<file path="src/rtl/sdc_drive_mux.sv">
// sdc_drive_mux: round-robin arbiter that lets NUM_DRIVES drive channels share
// one SD card engine. Each drive owns a slot of 2**SLOT_SHIFT sectors on the
// card. The owning drive's slot index is placed above its sector address to form
// the absolute card sector.
// Optional feature: define SDC_BOUNDS_CHECK_EN to reject requests whose address
// does not fit in the slot (drv_err pulse). When it is not defined, the upper
// address bits are dropped and the address wraps within the slot.
module sdc_drive_mux #(
  parameter int NUM_DRIVES = 4,
  parameter int LBA_W      = 24,
  parameter int SLOT_SHIFT = 21
) (
  input  logic                        clk,
  input  logic                        reset,
  input  logic [NUM_DRIVES-1:0]       req_rd,
  input  logic [NUM_DRIVES-1:0]       req_wr,
  input  logic [NUM_DRIVES*LBA_W-1:0] req_lba,
  output logic [NUM_DRIVES-1:0]       drv_busy,
  output logic [NUM_DRIVES-1:0]       drv_done,
  output logic [NUM_DRIVES-1:0]       drv_err,
  output logic                        sdc_rstart,
  output logic                        sdc_wstart,
  output logic [31:0]                 sdc_sector,
  input  logic                        sdc_busy,
  input  logic                        sdc_done,
  output logic [2:0]                  grant
);

  localparam logic [NUM_DRIVES-1:0] ONE_HOT0  = NUM_DRIVES'(1);
  localparam logic [31:0]           SLOT_MASK = (32'd1 << SLOT_SHIFT) - 32'd1;

  typedef enum logic [2:0] {
    S_IDLE      = 3'd0,
    S_ISSUE     = 3'd1,
    S_WAIT_BUSY = 3'd2,
    S_WAIT_DONE = 3'd3,
    S_FINISH    = 3'd4
  } state_t;

  state_t                  state;
  state_t                  state_nxt;
  logic [2:0]              last_grant;
  logic                    op_rd;
  logic                    win_found;
  logic [2:0]              win_idx;
  logic                    win_rd;
  logic [LBA_W-1:0]        win_lba;
  logic [NUM_DRIVES-1:0]   req_any;
  logic [NUM_DRIVES-1:0]   grant_hot;

  // Absolute card sector: slot index above the in-slot sector bits.
  function automatic logic [31:0] slot_sector(input logic [2:0] drive,
                                              input logic [LBA_W-1:0] lba);
    logic [31:0] lba32;
    lba32 = 32'(lba);
    return (32'(drive) << SLOT_SHIFT) | (lba32 & SLOT_MASK);
  endfunction

  // True when any address bit at or above SLOT_SHIFT is set.
  function automatic logic lba_outside_slot(input logic [LBA_W-1:0] lba);
    logic [31:0] lba32;
    lba32 = 32'(lba);
    return (lba32 & ~SLOT_MASK) != 32'd0;
  endfunction

  assign req_any   = req_rd | req_wr;
  assign grant_hot = ONE_HOT0 << grant;

  // Round-robin search starting one past the last granted drive.
  always_comb begin
    win_found = 1'b0;
    win_idx   = 3'd0;
    for (int k = 1; k <= NUM_DRIVES; k++) begin
      if (!win_found && req_any[(int'(last_grant) + k) % NUM_DRIVES]) begin
        win_found = 1'b1;
        win_idx   = 3'((int'(last_grant) + k) % NUM_DRIVES);
      end
    end
  end

  // Read wins over write when a drive asserts both.
  assign win_rd  = req_rd[win_idx];
  assign win_lba = req_lba[int'(win_idx)*LBA_W +: LBA_W];

  // State register.
  always_ff @(posedge clk) begin
    if (reset) state <= S_IDLE;
    else       state <= state_nxt;
  end

  // Next-state logic; a done seen before busy counts as busy-then-done.
  always_comb begin
    state_nxt = state;
    case (state)
      S_IDLE: begin
        if (win_found) begin
`ifdef SDC_BOUNDS_CHECK_EN
          if (!lba_outside_slot(win_lba)) state_nxt = S_ISSUE;
`else
          state_nxt = S_ISSUE;
`endif
        end
      end
      S_ISSUE, S_WAIT_BUSY: begin
        if (sdc_done)      state_nxt = S_FINISH;
        else if (sdc_busy) state_nxt = S_WAIT_DONE;
        else               state_nxt = S_WAIT_BUSY;
      end
      S_WAIT_DONE: if (sdc_done) state_nxt = S_FINISH;
      S_FINISH:    state_nxt = S_IDLE;
      default:     state_nxt = S_IDLE;
    endcase
  end

  // Grant, operation type and card sector are captured once, at arbitration.
  always_ff @(posedge clk) begin
    if (reset) begin
      grant      <= 3'd0;
      last_grant <= 3'(NUM_DRIVES - 1);
      op_rd      <= 1'b0;
      sdc_sector <= 32'd0;
    end else if (state == S_IDLE && win_found) begin
      grant      <= win_idx;
      last_grant <= win_idx;
      op_rd      <= win_rd;
`ifdef SDC_BOUNDS_CHECK_EN
      if (!lba_outside_slot(win_lba)) sdc_sector <= slot_sector(win_idx, win_lba);
`else
      sdc_sector <= slot_sector(win_idx, win_lba);
`endif
    end
  end

`ifdef SDC_BOUNDS_CHECK_EN
  logic [NUM_DRIVES-1:0] err_pulse;

  // One-cycle rejection pulse for an out-of-slot request.
  always_ff @(posedge clk) begin
    if (reset) begin
      err_pulse <= '0;
    end else begin
      err_pulse <= '0;
      if (state == S_IDLE && win_found && lba_outside_slot(win_lba))
        err_pulse <= ONE_HOT0 << win_idx;
    end
  end

  assign drv_err = err_pulse;
`else
  assign drv_err = '0;
`endif

  // Output decode from the current state.
  always_comb begin
    drv_busy   = '0;
    drv_done   = '0;
    sdc_rstart = 1'b0;
    sdc_wstart = 1'b0;
    case (state)
      S_ISSUE, S_WAIT_BUSY: begin
        drv_busy   = grant_hot;
        sdc_rstart = op_rd;
        sdc_wstart = !op_rd;
      end
      S_WAIT_DONE: drv_busy = grant_hot;
      S_FINISH:    drv_done = grant_hot;
      default: ;
    endcase
  end

endmodule

</file>
<file path="config.mk">
export PLATFORM = sky130hd
export DESIGN_NAME = sdc_drive_mux
export DESIGN_NICKNAME = d
export VERILOG_FILES = /design/src/rtl/sdc_drive_mux.sv
export SDC_FILE = /design/constraint.sdc
export NUM_CORES = 1
export LEC_CHECK = 0
export ABC_CLOCK_PERIOD_IN_PS = 2640
export CAP_MARGIN = 20
export CORE_ASPECT_RATIO = 2
export CORE_MARGIN = 2
export CORE_UTILIZATION = 30
export CTS_CLUSTER_SIZE = 30
export DETAILED_ROUTE_END_ITERATION = 6
export GPL_ROUTABILITY_DRIVEN = 0
export PLACE_DENSITY = 0.71
export SETUP_SLACK_MARGIN = 0.3
export SYNTH_ARGS = -nofsm -noshare
export SYNTH_HDL_FRONTEND = slang
export SYNTH_SLANG_ARGS = --single-unit
</file>
<file path="constraint.sdc">
create_clock -name clk -period 2.64 [get_ports clk]
set_clock_uncertainty 0.15 [all_clocks]
set_input_delay 0.528 -clock clk [delete_from_list [all_inputs] [get_ports clk]]
set_output_delay 0.528 -clock clk [all_outputs]
set_load 0.02 [all_outputs]
</file>
==> summary.md <==
| Metric | Value |
|---|---|
| Portion of the clock cycle consumed by the worst path in the final layout | `a little over four fifths` |
| Row count | `43` |
| Result of the run | `finished, final reports clean` |
| Netlist cell types | `44` |
| # fillers | `about 600` |
| Post-route cell area | `roughly 4400 sq um` |
| Number of global-route vias before repair | `between 2k and 3k` |
| Detail-routed net length per standard cell | `between 15 and 20 microns` |
| Pleak | `1.79 nW` |
| Sequential area share after synthesis | `a little over a quarter` |
| Total area of multi-input combinational cells | `1650 sq um` |
| Startpoint of the worst hold path | `sdc_sector[11]$_SDFFE_PP0P_` |
| Cell count after placement | `just under 500` |
| Critical path's most frequent cell | `sky130_fd_sc_hd__nor2_1` |
| Internal reg-to-reg setup slack | `about 0.64 ns` |
| Global-route congestion overflow total | `0` |
| Antenna violations before repair | `0` |
| Mean area per synthesized cell | `roughly 8 sq um` |
| Largest stage delay on the critical path | `about 0.37 ns` |
| Detailed router's first-iteration violation count | `112` |
| Cell area after synthesis | `2170 sq um` |
| Number of nets in the finished design | `523` |
| Global-route wire length before repair | `12900 microns` |
| Clk root buf | `sky130_fd_sc_hd__clkbuf_16` |
| EDFF count, synth | `0` |
| Synth Warn # | `0` |
| Deepest level of the CTS H-tree | `2` |
| Area growth from synthesis to final layout | `101%` |
| Total cell area at the placement stage | `~3600 sq um` |
| Reg2reg path depth | `7` |
| Clock transition time at the flip-flop clock pins of the worst setup and hold paths | `approximately 0.050 ns` |
| Share of layout cells above drive strength 1 | `approximately a quarter` |
| Class of the tightest hold or removal check | `reg -> reg` |
| Most common cell after layout, fill and taps aside | `sky130_fd_sc_hd__clkdlybuf4s50_1` |
| Endpoint kind of the worst setup timing path | `primary output` |
| Standard cell core area | `between 6000 and 7000 sq um` |
| Total setup violations reported at the end of the flow | `0` |
| Hold path depth | `2` |
| Crit path max-delay family | `simple AND/OR/NAND/NOR gates` |
| Unrepaired setup endpoints after global routing | `false` |
| Maximum number of pins on one net before global-route repair | `26` |
| Arrival @ worst endpoint | `~1.5 ns` |
| Critical path buffers and inverters | `1` |
| Category of the most critical setup path | `reg -> out` |
| DRC errors left | `0` |
| Io pins | `approximately 160` |
| Antenna diode count | `0` |
| Worst-case vdd ir drop | `about 0.42 mV` |
| Final Hold Viols | `0` |
| Ys flop type | `sky130_fd_sc_hd__dfxtp_1` |
| Fmax achieved | `~0.45 GHz` |
| All-layer global routing usage | `about a fifth` |
| Instance count of the mapped netlist | `270` |
| Routed vias | `approximately 2.7k` |
| Fin cells | `506` |
| Reg-to-Reg End | `sdc_sector[1]$_SDFFE_PP0P_` |
| Category of the worst setup path launch point | `flip-flop` |
| Max-slew violations | `0` |
| Starting density of the core | `31.1%` |
| Clk_lat worst skew | `0.27 ns` |
| Sinks on the clock net | `29` |
| Vias per Instance | `around 5.4` |
| Cells traversed along the worst timing path | `nor2_1, or2_2, nor2_1, dlygate4sd2_1` |
| Clock tree from TritonCTS | `done` |
| Routed WL | `approximately 9500 microns` |
| Total half-perimeter wirelength after legalization and detailed placement | `between 6000 and 7000 microns` |
| Die Width | `roughly 64 microns` |
| Setup slack at placement | `-0.0771 ns` |
| Cell with the biggest individual delay on the critical path | `sky130_fd_sc_hd__dfxtp_1` |
| Die area | `7980 sq um` |
| Max FO, Critical Path | `6` |
| Sum of internal, switching and leakage power | `between 2 and 3 mW` |
| Clock buffers created by TritonCTS | `5` |
| Number of storage elements in the synthesis netlist | `29` |
| Vertical die dimension | `124 microns` |
| Leading cell types in the layout, fill and taps excluded | `sky130_fd_sc_hd__clkdlybuf4s50_1, sky130_fd_sc_hd__and3_1, sky130_fd_sc_hd__dfxtp_1` |
| Share of synthesized flip-flops with an asynchronous set or reset | `0%` |
| Hold path endpoint | `sdc_sector[11]$_SDFFE_PP0P_` |
| DRT Pass-1 Iters | `4` |
| Final Util | `62.5%` |
| Worst path required time | `1.96 ns` |
| Min Clock Period, post-route | `roughly 2.2 ns` |
| Sequential cell area | `581 sq um` |
| Number of maximum-capacitance violations | `0` |
| Hold-fix buffers, CTS | `0` |
| Clk buf depth | `2` |
| Power per Cell Area | `slightly below 700 nW/um^2` |
| Input/output buffers | `130` |
| Source of the worst register-to-register timing path | `last_grant[0]$_SDFFE_PP1P_` |
| ANT nets after route | `0` |
| Setup ws final | `approximately 0.42 ns` |
## timing repair
item | CTS | global route
buffers inserted | 0 | 2
pin swaps | 1 | 11
setup endpoints to repair | 30 | 23
cloned | 1 | 9
resized for setup | 24 | 58
## worst reg2reg max path, cell delays in order (launching register included)
cell and delay (ns):
sky130_fd_sc_hd__dfxtp_1 0.45, sky130_fd_sc_hd__o21bai_1 0.20, sky130_fd_sc_hd__buf_4 0.18, sky130_fd_sc_hd__nand3_4 0.18
sky130_fd_sc_hd__clkbuf_16 0.24, sky130_fd_sc_hd__and3_1 0.21, sky130_fd_sc_hd__a211oi_4 0.18, sky130_fd_sc_hd__o32ai_2 0.10
## sequential cells by signal (all words and copies together) (netlist names)
name / cells
grant: 1
state: 3
sdc_sector: 22
op_rd: 1
last_grant: 2
## area by class of cell
cell class	count	area share (%)
timing repair buffer	160	40.9
multi-input combinational	193	37.8
sequential	29	13.3
clock buffer	6	2.95
tap	90	2.58
inverter	26	2.23
clock inverter	2	0.229
## kinds of logic (layout without fill, tap and decap cells)
kind of cell,count (synthesis),in the layout,synth area share [%]
AO/OA/AOI/OAI,92,95,34.2
AND/OR/NAND/NOR,82,82,22.8
buffers and inverters,64,194,15.3
flip-flops,29,29,26.7
other,1,14,0.173
XOR/XNOR,1,1,0.403
multiplexers,1,1,0.461
## metrics by stage
step / hold slack, ns / setup TNS [ns]
floorplan: 0.301 / 0
global placement: 0.292 / -0.336
detailed placement: 0.297 / -1.04
CTS: 0.306 / 0
global route: 0.321 / 0
finish: 0.304 / 0
## Yosys cell counts, types with 2 or more instances
| cell | number | share of area (%) |
|---|---|---|
| sky130_fd_sc_hd__a211oi_2 | 2 | 1.2 |
| sky130_fd_sc_hd__nand2b_1 | 2 | 0.58 |
| sky130_fd_sc_hd__nor3_1 | 8 | 1.8 |
| sky130_fd_sc_hd__o32ai_1 | 20 | 8.1 |
| sky130_fd_sc_hd__o21ai_2 | 2 | 0.81 |
| sky130_fd_sc_hd__nand2_1 | 5 | 0.86 |
| sky130_fd_sc_hd__o21bai_1 | 2 | 0.69 |
| sky130_fd_sc_hd__nor2_1 | 12 | 2.1 |
| sky130_fd_sc_hd__buf_2 | 13 | 3.0 |
| sky130_fd_sc_hd__a211oi_1 | 43 | 15 |
| sky130_fd_sc_hd__and3_1 | 43 | 12 |
| sky130_fd_sc_hd__buf_4 | 20 | 6.9 |
| sky130_fd_sc_hd__dfxtp_1 | 29 | 27 |
| sky130_fd_sc_hd__o31a_1 | 2 | 0.81 |
| sky130_fd_sc_hd__or4_4 | 3 | 1.6 |
| sky130_fd_sc_hd__o21ai_0 | 6 | 1.4 |
| sky130_fd_sc_hd__o221ai_1 | 2 | 0.81 |
| sky130_fd_sc_hd__clkbuf_1 | 5 | 0.86 |
| sky130_fd_sc_hd__inv_1 | 25 | 4.3 |
| sky130_fd_sc_hd__o311a_1 | 2 | 0.92 |
## per-layer routing
metal  GRT usage, %  wire length, microns  vias to the layer above
li1               -                     -                     1287
met1           19.8                  3190                     1311
met2           40.9                  5640                      126
met3           3.52                   458                       20
met4           8.89                   233                        0
met5              0                     0                        -
## power by group
part           switching, mW  internal (mW)
combinational          0.888          0.943
clock                  0.202          0.346
sequential            0.0743          0.539
total                   1.17           1.83
## worst max path at each step
stage,from,to,slack [ns],cells after the start
floorplan,req_wr[0],sdc_sector[12]$_SDFFE_PP0P_,0.57,6
global placement,req_wr[3],sdc_sector[8]$_SDFFE_PP0P_,-0.04,7
detailed placement,req_wr[3],sdc_sector[4]$_SDFFE_PP0P_,-0.08,6
CTS,req_rd[1],sdc_sector[3]$_SDFFE_PP0P_,0.28,7
global route,state[0]$_SDFFE_PP0P_,drv_busy[2],0.31,4
finish,state[0]$_SDFFE_PP0P_,drv_busy[2],0.42,4
Note: power is estimated with default switching activity, not from simulation.
